`src/rtl/vga_frame_update_arbiter_pkg.sv`:
```
// Shared constants and FSM encoding for the VGA frame-update arbiter.
// Holds the display geometry used to detect vertical blanking, the text-slot
// count that fixes the default slot address width, and the arbiter state type.
package vga_frame_update_arbiter_pkg;

  localparam int V_ACTIVE_DEF = 480;  // first scan line that is vertical blanking
  localparam int H_ACTIVE     = 640;
  localparam int TXT_SLOTS    = 32;

  typedef enum logic [1:0] {
    ST_IDLE  = 2'd0,
    ST_ARB   = 2'd1,
    ST_WRITE = 2'd2,
    ST_DONE  = 2'd3
  } state_t;

endpackage

```
`src/rtl/vga_frame_update_arbiter_if.sv`:
```
// Requester / text-buffer bus of the frame-update arbiter.
//   req, req_addr, req_data : per-requester write requests (packed, requester i
//                             at [i*W +: W])
//   ack                     : one-hot, one-cycle grant/complete pulse
//   wr_en, wr_addr, wr_data : text-buffer write port toward the painter
// master = requester / buffer side, slave = arbiter side.
interface vga_frame_update_arbiter_if #(
  parameter int NREQ   = 3,
  parameter int ADDR_W = 5,
  parameter int DATA_W = 8
);
  logic [NREQ-1:0]        req;
  logic [NREQ*ADDR_W-1:0] req_addr;
  logic [NREQ*DATA_W-1:0] req_data;
  logic [NREQ-1:0]        ack;
  logic                   wr_en;
  logic [ADDR_W-1:0]      wr_addr;
  logic [DATA_W-1:0]      wr_data;

  modport master (
    output req, req_addr, req_data,
    input  ack, wr_en, wr_addr, wr_data
  );

  modport slave (
    input  req, req_addr, req_data,
    output ack, wr_en, wr_addr, wr_data
  );
endinterface

```
`src/rtl/vga_frame_update_arbiter_rr_arbiter.sv`:
```
// Combinational round-robin grant search.
//   req       : request vector
//   ptr       : index where the search starts (highest priority this round)
//   gnt_valid : at least one request present
//   gnt_idx   : first requesting index at or after ptr, wrapping
module rr_arbiter #(
  parameter int NREQ  = 3,
  parameter int IDX_W = (NREQ > 1) ? $clog2(NREQ) : 1
) (
  input  logic [NREQ-1:0]  req,
  input  logic [IDX_W-1:0] ptr,
  output logic             gnt_valid,
  output logic [IDX_W-1:0] gnt_idx
);
  int idx;

  always_comb begin
    gnt_valid = 1'b0;
    gnt_idx   = '0;
    idx       = 0;
    for (int k = 0; k < NREQ; k++) begin
      idx = (int'(ptr) + k) % NREQ;
      if (!gnt_valid && req[idx]) begin
        gnt_valid = 1'b1;
        gnt_idx   = IDX_W'(idx);
      end
    end
  end
endmodule

```
`src/rtl/vga_frame_update_arbiter.sv`:
```
// Frame-update arbiter: shares the painter's text-slot buffer among NREQ
// requesters and commits writes only during vertical blanking so a frame never
// tears. Also latches the mouse position once per frame at vblank entry.
//   clk_100MHz, reset_n : clock, asynchronous active-low reset
//   pixel_y             : current scan line from the painter
//   xm_in, ym_in        : raw mouse coordinates
//   xm, ym              : frame-stable mouse coordinates
//   frame_cnt           : count of vblank entries (wraps)
//   bus                 : requester handshake and text-buffer write port
module vga_frame_update_arbiter
  import vga_frame_update_arbiter_pkg::*;
#(
  parameter int NREQ         = 3,
  parameter int ADDR_W       = 5,
  parameter int DATA_W       = 8,
  parameter int V_ACTIVE     = V_ACTIVE_DEF,
  parameter int MAX_WR_FRAME = 16
) (
  input  logic       clk_100MHz,
  input  logic       reset_n,
  input  logic [9:0] pixel_y,
  input  logic [9:0] xm_in,
  input  logic [9:0] ym_in,
  output logic [9:0] xm,
  output logic [9:0] ym,
  output logic [7:0] frame_cnt,
  vga_frame_update_arbiter_if.slave bus
);
  localparam int IDX_W = (NREQ > 1) ? $clog2(NREQ) : 1;

  state_t            state, state_next;
  logic              vblank, vblank_q, vblank_rise;
  logic [IDX_W-1:0]  ptr, g_q;
  logic [7:0]        budget;
  logic              gnt_valid;
  logic [IDX_W-1:0]  gnt_idx;
  logic [ADDR_W-1:0] addr_q;
  logic [DATA_W-1:0] data_q;

  assign vblank      = (int'(pixel_y) >= V_ACTIVE);
  assign vblank_rise = vblank & ~vblank_q;

  rr_arbiter #(.NREQ(NREQ), .IDX_W(IDX_W)) u_rr (
    .req       (bus.req),
    .ptr       (ptr),
    .gnt_valid (gnt_valid),
    .gnt_idx   (gnt_idx)
  );

  // State register
  always_ff @(posedge clk_100MHz or negedge reset_n) begin
    if (!reset_n) state <= ST_IDLE;
    else          state <= state_next;
  end

  // Next-state logic
  always_comb begin
    state_next = state;
    unique case (state)
      ST_IDLE:  if (vblank) state_next = ST_ARB;
      ST_ARB: begin
        if (!vblank)          state_next = ST_IDLE;
        else if (budget == 0) state_next = ST_DONE;
        else if (gnt_valid)   state_next = ST_WRITE;
      end
      // The write completes even if vblank ended this cycle.
      ST_WRITE: state_next = vblank ? ST_ARB : ST_IDLE;
      ST_DONE:  if (!vblank) state_next = ST_IDLE;
      default:  state_next = ST_IDLE;
    endcase
  end

  // Outputs: strobe and grant pulse are decoded straight from WRITE so that a
  // reset clears them immediately.
  always_comb begin
    bus.wr_en = 1'b0;
    bus.ack   = '0;
    if (state == ST_WRITE) begin
      bus.wr_en = 1'b1;
      bus.ack   = NREQ'(1) << g_q;
    end
  end

  assign bus.wr_addr = addr_q;
  assign bus.wr_data = data_q;

  // Datapath / bookkeeping registers
  always_ff @(posedge clk_100MHz or negedge reset_n) begin
    if (!reset_n) begin
      vblank_q  <= 1'b0;
      ptr       <= '0;
      g_q       <= '0;
      budget    <= 8'(MAX_WR_FRAME);
      addr_q    <= '0;
      data_q    <= '0;
      xm        <= '0;
      ym        <= '0;
      frame_cnt <= '0;
    end else begin
      vblank_q <= vblank;

      if (vblank_rise) begin
        xm        <= xm_in;
        ym        <= ym_in;
        frame_cnt <= frame_cnt + 8'd1;
      end

      // A new frame's refill wins over a decrement in the same cycle.
      if (vblank_rise)              budget <= 8'(MAX_WR_FRAME);
      else if (state == ST_WRITE)   budget <= budget - 8'd1;

      // Capture the winner's fields in ARB; they hold while wr_en is low.
      if (state == ST_ARB && state_next == ST_WRITE) begin
        g_q    <= gnt_idx;
        addr_q <= bus.req_addr[int'(gnt_idx)*ADDR_W +: ADDR_W];
        data_q <= bus.req_data[int'(gnt_idx)*DATA_W +: DATA_W];
      end

      if (state == ST_WRITE)
        ptr <= (int'(g_q) == NREQ-1) ? '0 : g_q + IDX_W'(1);
    end
  end
endmodule

```
`src/flat_wrapper.sv`:
```
// flat-port wrapper written by rule: the top's interface ports become plain ports
module vga_frame_update_arbiter_flat import vga_frame_update_arbiter_pkg::*;
#(
  parameter int NREQ         = 3,
  parameter int ADDR_W       = 5,
  parameter int DATA_W       = 8,
  parameter int V_ACTIVE     = V_ACTIVE_DEF,
  parameter int MAX_WR_FRAME = 16
)
  (clk_100MHz, reset_n, pixel_y, xm_in, ym_in, xm, ym, frame_cnt, bus_req, bus_req_addr, bus_req_data, bus_ack, bus_wr_en, bus_wr_addr, bus_wr_data);
  vga_frame_update_arbiter_if #(.NREQ(NREQ), .ADDR_W(ADDR_W), .DATA_W(DATA_W)) bus_i ();
  input  logic clk_100MHz;
  input  logic reset_n;
  input  logic [9:0] pixel_y;
  input  logic [9:0] xm_in;
  input  logic [9:0] ym_in;
  output logic [9:0] xm;
  output logic [9:0] ym;
  output logic [7:0] frame_cnt;
  input wire logic [$bits(bus_i.req)-1:0] bus_req;
  input wire logic [$bits(bus_i.req_addr)-1:0] bus_req_addr;
  input wire logic [$bits(bus_i.req_data)-1:0] bus_req_data;
  output wire logic [$bits(bus_i.ack)-1:0] bus_ack;
  output wire logic [$bits(bus_i.wr_en)-1:0] bus_wr_en;
  output wire logic [$bits(bus_i.wr_addr)-1:0] bus_wr_addr;
  output wire logic [$bits(bus_i.wr_data)-1:0] bus_wr_data;
  assign bus_i.req = bus_req;
  assign bus_i.req_addr = bus_req_addr;
  assign bus_i.req_data = bus_req_data;
  assign bus_ack = bus_i.ack;
  assign bus_wr_en = bus_i.wr_en;
  assign bus_wr_addr = bus_i.wr_addr;
  assign bus_wr_data = bus_i.wr_data;
  vga_frame_update_arbiter #(.NREQ(NREQ), .ADDR_W(ADDR_W), .DATA_W(DATA_W), .V_ACTIVE(V_ACTIVE), .MAX_WR_FRAME(MAX_WR_FRAME)) u_core (.clk_100MHz(clk_100MHz), .reset_n(reset_n), .pixel_y(pixel_y), .xm_in(xm_in), .ym_in(ym_in), .xm(xm), .ym(ym), .frame_cnt(frame_cnt), .bus(bus_i));
endmodule
```
`config.mk`:
```
export PLATFORM = sky130hd
export DESIGN_NAME = vga_frame_update_arbiter_flat
export DESIGN_NICKNAME = d
export VERILOG_FILES = /design/src/rtl/vga_frame_update_arbiter_pkg.sv /design/src/rtl/vga_frame_update_arbiter_if.sv /design/src/rtl/vga_frame_update_arbiter_rr_arbiter.sv /design/src/rtl/vga_frame_update_arbiter.sv /design/src/flat_wrapper.sv
export SDC_FILE = /design/constraint.sdc
export NUM_CORES = 1
export LEC_CHECK = 0
export ABC_AREA = 1
export BUFFER_PORTS_ARGS = -buffer_cell sky130_fd_sc_hd__buf_4
export CAP_MARGIN = 10
export CORE_UTILIZATION = 46
export CTS_BUF_LIST = sky130_fd_sc_hd__clkbuf_8
export DETAILED_ROUTE_END_ITERATION = 7
export PLACE_DENSITY = 0.77
export REMOVE_ABC_BUFFERS = 1
export SETUP_SLACK_MARGIN = 0.1
export SYNTH_ARGS = -nofsm -noshare
export SYNTH_HDL_FRONTEND = slang
export SYNTH_SLANG_ARGS = --single-unit
```
`constraint.sdc`:
```
create_clock -name clk_100MHz -period 1.8 [get_ports clk_100MHz]
set_input_delay 0.27 -clock clk_100MHz [delete_from_list [all_inputs] [get_ports clk_100MHz]]
set_output_delay 0.27 -clock clk_100MHz [all_outputs]
set_load 0.005 [all_outputs]
```
# Word level (Yosys, flattened, before mapping)
# Index checks and enable logic that the tools add are counted.
# W data, S select, Z words.
word_totals:
  reg_bits: 56
  output_inout_bits: 45
  word_cells: 68
  inputBits: 74
classes:
  shifts: 3
  bitwise: 2
  n_reduce_logical: 8
  order_cmp: 4
  eq_ne: 5
  n_addsub: 5
  div_mod_pow: 3
  n_mux: 27
  n_mul: 1
op_table:
  columns: ["op", "count"]
  rows:
  - ["$lt A32 B4 Y1 const B", 3]
  - ["$mod A32 B3 Y32 const B", 2]
  - ["$mod A3 B3 Y32 const B", 1]
  - ["$shiftx A15 B32 Y5", 1]
  - ["$shiftx A24 B6 Y8", 1]
  - ["$mux W2", 9]
  - ["$mux W8", 2]
  - ["$mux W1", 11]
  - ["$ge A10 B9 Y1 const B", 1]
  - ["$add A8 B1 Y8 const B", 1]
  - ["$eq A2 B2 Y1 const B", 4]
  - ["$logic_not A8 Y1", 1]
  - ["$pmux W2 S4", 1]
  - ["$sub A8 B1 Y8 const B", 1]
  - ["$bmux W1 S2", 3]
  - ["$mul A2 B3 Y5 const B", 1]
  - ["$add A2 B1 Y3 const B", 1]
  - ["$add A2 B2 Y3 const B", 1]
  - ["$logic_and A1 B1 Y1", 3]
  - ["$mux W3", 1]
  - ["$shl A1 B2 Y3 const A", 1]
  - ["$add A2 B1 Y2 const B", 1]
  - ["$eq A2 B1 Y1 const B", 1]
  - ["$logic_not A1 Y1", 2]
  - ["other kinds (4)", 4]

# Longest topological paths before layout
depth:
  ltp_word: 17
  mapped_depth: 15

# Modules after synthesis
# Synthesis repeated with hierarchy kept, for this count alone.
hier_totals:
  cells_unflattened: 408
  area_unflattened_um2: 2996.6
modules_own_cells:
  columns: ["module", "instances", "cells_per_inst", "area_each_um2"]
  rows:
  - ["vga_frame_update_arbiter", 1, 357, 2756.4]
  - ["rr_arbiter", 1, 51, 240.2]

# Least setup slack after synthesis
# No wires, ideal clock.
synth_timing:
  path_type: "register to register"
  startpoint: "reg u_core.ptr[0]"
  endpoint: "reg u_core.data_q[1], in the netlist u_core.bus.wr_data[1]"
  required_time_ns: 1.681
  t_arrival_ns: 1.690
  slack_ns: -0.010
  path_stages_with_launch: 11
  n_path_buf: 2
  cell_sequence: "dfrtp_1 -> inv_1 -> ha_1 -> buf_6 -> o21ai_2 -> nand2_4 -> nand3_2 -> nand3_4 -> buf_6 -> a21oi_2 -> a21oi_2"
synth_via:
  elab_chain_cells: 17
synth_rtl:
  columns: ["element", "line", "rtl"]
  rows:
  - ["start: declaration", "vga_frame_update_arbiter.sv:33", "logic [IDX_W-1:0] ptr, g_q;"]
  - ["start signal: assignment", "vga_frame_update_arbiter.sv:120", "ptr <= (int'(g_q) == NREQ-1) ? '0 : g_q + IDX_W'(1);"]
  - ["branches (longest 17 deep; another with $mod A32 B3 Y32)", null, null]
  - ["end signal: assignment", "vga_frame_update_arbiter.sv:116", "data_q <= bus.req_data[int'(gnt_idx)*DATA_W +: DATA_W];"]
  - ["end: declaration", "vga_frame_update_arbiter.sv:38", "logic [DATA_W-1:0] data_q;"]
# Several ways; the timed one is not identified. The select of a mux whose other input is x is not followed.
# A chain may end at the register's enable or synchronous reset.

# Final worst setup path
layout_timing:
  startpoint: "reg u_core.ptr[1]"
  endpoint: "reg u_core.addr_q[4], in the netlist u_core.bus.wr_addr[4]"
layout_via:
  elab_chain_cells: 17
layout_rtl:
  columns: ["element", "line", "rtl"]
  rows:
  - ["branches (longest 17 deep; another with $mod A32 B3 Y32)", null, null]
  - ["end signal: assignment", "vga_frame_update_arbiter.sv:115", "addr_q <= bus.req_addr[int'(gnt_idx)*ADDR_W +: ADDR_W];"]
  - ["end: declaration", "vga_frame_update_arbiter.sv:37", "logic [ADDR_W-1:0] addr_q;"]
# Several ways; the timed one is not identified. The select of a mux whose other input is x is not followed.

==> qor.yml <==
clock_tree:
  clock_insertion_delay_worst_skew_ns: 0.30
  total_number_of_clock_tree_sinks: 56
  worst_path_clk_slew_ns: 0.10
  cts_root_buffer: "sky130_fd_sc_hd__clkbuf_8"
  cts_inserted_buffers: 5
  cts-root-to-sink-buffers: 2
  htree_num_levels: 2
  cts_stage_hold_buffer_count: 0
  tritoncts: "yes"
run_status:
  violations: "negative hold slack, negative setup slack"
  outcome: "complete, but fails checks"
grt:
  groute.usage.overall_pct: 23.2
  antenna_violations_before_repair: 0
  grt_overflow: 0
  grt_pass1_vias: 3114
  global_route_wire_length_before_repair_um: 13600
  grt_start_max_net_pins: 57
floorplanning:
  initial_utilization_pct: 49.0
  die_height_um: 85.1
  fp.dieW_um: 85.1
  std_cell_rows: 29
  number_of_top_level_pins: 119
  floorplan.core_area_mm2: 0.00649
  fp.dieArea_mm2: 0.00725
setup_path:
  worst_ep_required_time_ns: 2.00
  setup.worst_path.class: "flip-flop to flip-flop"
  reg2reg_setup_slack_ns: -0.04
  worst_setup_path_start_kind: "flip-flop"
  critPathCapture: "u_core.bus.wr_addr[4]$_DFFE_PN0P_"
  critical_path_peak_fanout: 7
  regToRegStartpoint: "u_core.ptr[1]$_DFFE_PN0P_"
  critical_path.reg2reg.endpoint: "u_core.bus.wr_addr[4]$_DFFE_PN0P_"
  endpoint_kind: "flip-flop"
  cp-startpoint: "u_core.ptr[1]$_DFFE_PN0P_"
  worstPathArrival_ns: 2.04
  worst_r2r_path_depth: 12
timing:
  hold_viol_final: 1
  finalMaxSlewViolations: 0
  shortest_period_the_worst_path_allows_ns: 1.84
  worstMarginPinSlew_ns: 0.717
  setup-violations-final: 13
  clock.fmax_mhz: 543
  setup_repair_after_global_routing_missed_its_margin: "yes"
  slew_headroom_pct: 52.2
  min_period_over_period_pct: 102
  final.setup.worst_slack_ns: -0.0404
  worst_clock_skew_ns: 0.00603
  worst_hold_slack_ns: -0.00133
power:
  total_power_mw: 6.60
  power_report.internal_total_mw: 3.75
  sequential_cell_fraction_of_total_power_pct: 29.3
  net_switching_power_mw: 2.86
  pwr_density_cell_mw_per_mm2: 1440
  comb_power_share_pct: 60.4
  clockPowerShare_pct: 10.2
  ir_drop_v: 0.000562
  leakagePower_nw: 2.55
  power_switching_share_pct: 43.2
yosys:
  ys_dominant_reg_cell: "sky130_fd_sc_hd__dfrtp_1"
  postSynthCellCount: 397
  post-synth-top-area-cell: "sky130_fd_sc_hd__dfrtp_1"
  post_synthesis_sequential_element_count: 56
  synthesis.area_per_instance_um2: 8.01
  synthTopCellsByCount: "sky130_fd_sc_hd__nand2_1 (106), sky130_fd_sc_hd__inv_1 (60), sky130_fd_sc_hd__dfrtp_1 (55)"
  yosysWarningCount: 0
  synthTopCellsByArea: "sky130_fd_sc_hd__dfrtp_1 (43%), sky130_fd_sc_hd__nand2_1 (13%), sky130_fd_sc_hd__nand3_1 (7.9%)"
  synth_top_area_share_pct: 43.3
  synthArstFlopShare_pct: 100
  synth.cell_area_mm2: 0.00318
  synth.most_common_cell: "sky130_fd_sc_hd__nand2_1"
  synth_sequential_area_ratio_pct: 44.1
  ys_types: 38
  number_of_enable_flip_flop_cells_after_synthesis: 0
routing:
  routedWlPerCell_um: 13.1
  detail_route.iter0.violations: 110
  topRoutingLayerUsed: "met4"
  wl_met3_um: 644
  met2WireLength_um: 4130
  routed_via_density: 4.97
  num_vias: 3050
  drc: 0
  dr.pass1.iters: 4
  antenna_left: 0
  route.layer.met1.wl_um: 3210
  route.final.wire_length_um: 8060
layout:
  antenna_cells_inserted: 0
  post-route-util_pct: 70.7
  final_cell_count_no_fill: 614
  drive_gt1_share_pct: 41.9
  fin_area_mm2: 0.00459
  design.final.nets: 617
  flow.area_growth_from_synthesis_pct: 44.4
place:
  finalWeightedCongestion: 0.876
  hpwl_um: 5750
  dp_cells: 598
  post_dp_cell_area_mm2: 0.00423
  buffer_ports.inserted: 113
hold_path:
  hold_path.class: "input pin to asynchronous set/reset pin"
job:
  cap_viol_max_count: 0
-- critical path: stages, from the launching register on --
cell and delay (ns):
sky130_fd_sc_hd__dfrtp_2 0.45, sky130_fd_sc_hd__ha_4 0.33, sky130_fd_sc_hd__inv_4 0.05, sky130_fd_sc_hd__nand2_2 0.05
sky130_fd_sc_hd__nand3_2 0.08, sky130_fd_sc_hd__nand2_4 0.12, sky130_fd_sc_hd__nand2_4 0.06, sky130_fd_sc_hd__nor2_4 0.13
sky130_fd_sc_hd__nand2_4 0.10, sky130_fd_sc_hd__nand2_4 0.14, sky130_fd_sc_hd__nor2_4 0.07, sky130_fd_sc_hd__nand3_1 0.09
sky130_fd_sc_hd__nand3_1 0.06
-- power groups by stage --
stage / Clock [mW] / Sequential, mW / Combinational (mW)
2_1_floorplan: 0 / 1.93 / 1.99
3_3_place_gp: 0 / 1.93 / 3.24
3_5_place_dp: 0 / 1.94 / 3.36
4_1_cts: 0.695 / 1.94 / 3.89
5_1_grt: 0.747 / 1.99 / 4.37
6_report: 0.674 / 1.94 / 3.99
-- per-layer routing --
metal / global-route usage, % / vias to the layer above
li1: - / 1518
met1: 27.0 / 1403
met2: 43.2 / 119
met3: 5.06 / 10
met4: 5.70 / 0
met5: 0 / -
-- worst min path at each step --
stage	from	to	slack, ns	cells after the start
after detailed placement	reset_n	u_core.bus.wr_data[1]$_DFFE_PN0P_	0.37	1
after floorplan	reset_n	u_core.budget[0]$_DFFE_PN0P_	-0.03	0
final	reset_n	u_core.bus.wr_data[1]$_DFFE_PN0P_	-0.001	1
after global routing	reset_n	u_core.bus.wr_data[1]$_DFFE_PN0P_	0.06	1
after CTS	reset_n	u_core.bus.wr_data[1]$_DFFE_PN0P_	0.04	1
after global placement	reset_n	u_core.bus.wr_data[1]$_DFFE_PN0P_	0.38	1
-- flip-flops by register name, summed over array words and instances (netlist names) --
register and flops:
u_core.vblank_q 1, u_core.frame_cnt 8, u_core.budget 8, u_core.g_q 2, u_core.state 2, u_core.xm 10
u_core.ptr 2, u_core.bus.wr_addr 5, u_core.ym 10, u_core.bus.wr_data 8
-- cell type report --
cell class / instances / area, µm²
clock buffer: 5 / 68.8
clock inverter: 3 / 16.3
fill: 491 / 1900
inverter: 76 / 293
multi-input combinational: 258 / 1600
sequential: 56 / 1400
tap: 77 / 96.3
timing repair buffer: 139 / 1110
-- per-stage QoR --
stage	worst slack [ns]	setup TNS, ns
global route	-0.170	-1.88
CTS	-0.0248	-0.186
finish	-0.0404	-0.375
global placement	-0.190	-1.63
detailed placement	-0.244	-2.63
floorplan	-0.577	-12.47
-- cell families (layout without fill, tap and decap cells) --
| kind of cell | Yosys count | after routing | synth area share, % |
|---|---|---|---|
| adders and majority gates | 7 | 7 | 2.75 |
| DFF | 56 | 56 | 44.1 |
| and+or+nand+nor | 205 | 207 | 31.6 |
| AOI/OAI and AO/OA | 36 | 36 | 7.87 |
| xor gates and xnor gates | 8 | 8 | 2.20 |
| buffers and inverters | 85 | 223 | 11.5 |
-- placed cells by master (no fill, tap or decap), drive strengths merged --
master / count
buf: 139
nand2: 120
inv: 77
nand3: 57
dfrtp: 55
a21oi: 22
nor2: 19
o21ai: 8
ha: 7
nor3: 5
xor2: 5
clkbuf: 5
xnor2: 3
a31oi: 3
nand4: 3
clkinv: 2
nand3b: 1
o21bai: 1
nor3b: 1
nor4: 1
o31ai: 1
o22ai: 1
dfstp: 1
-- repair_timing --
item	4_1_cts	5_1_grt
setup endpoints to repair	16	17
cloned	3	0
pin swaps	5	2
setup buffers	3	2
resized for setup	36	6
Power figures use the tool's default switching activity.
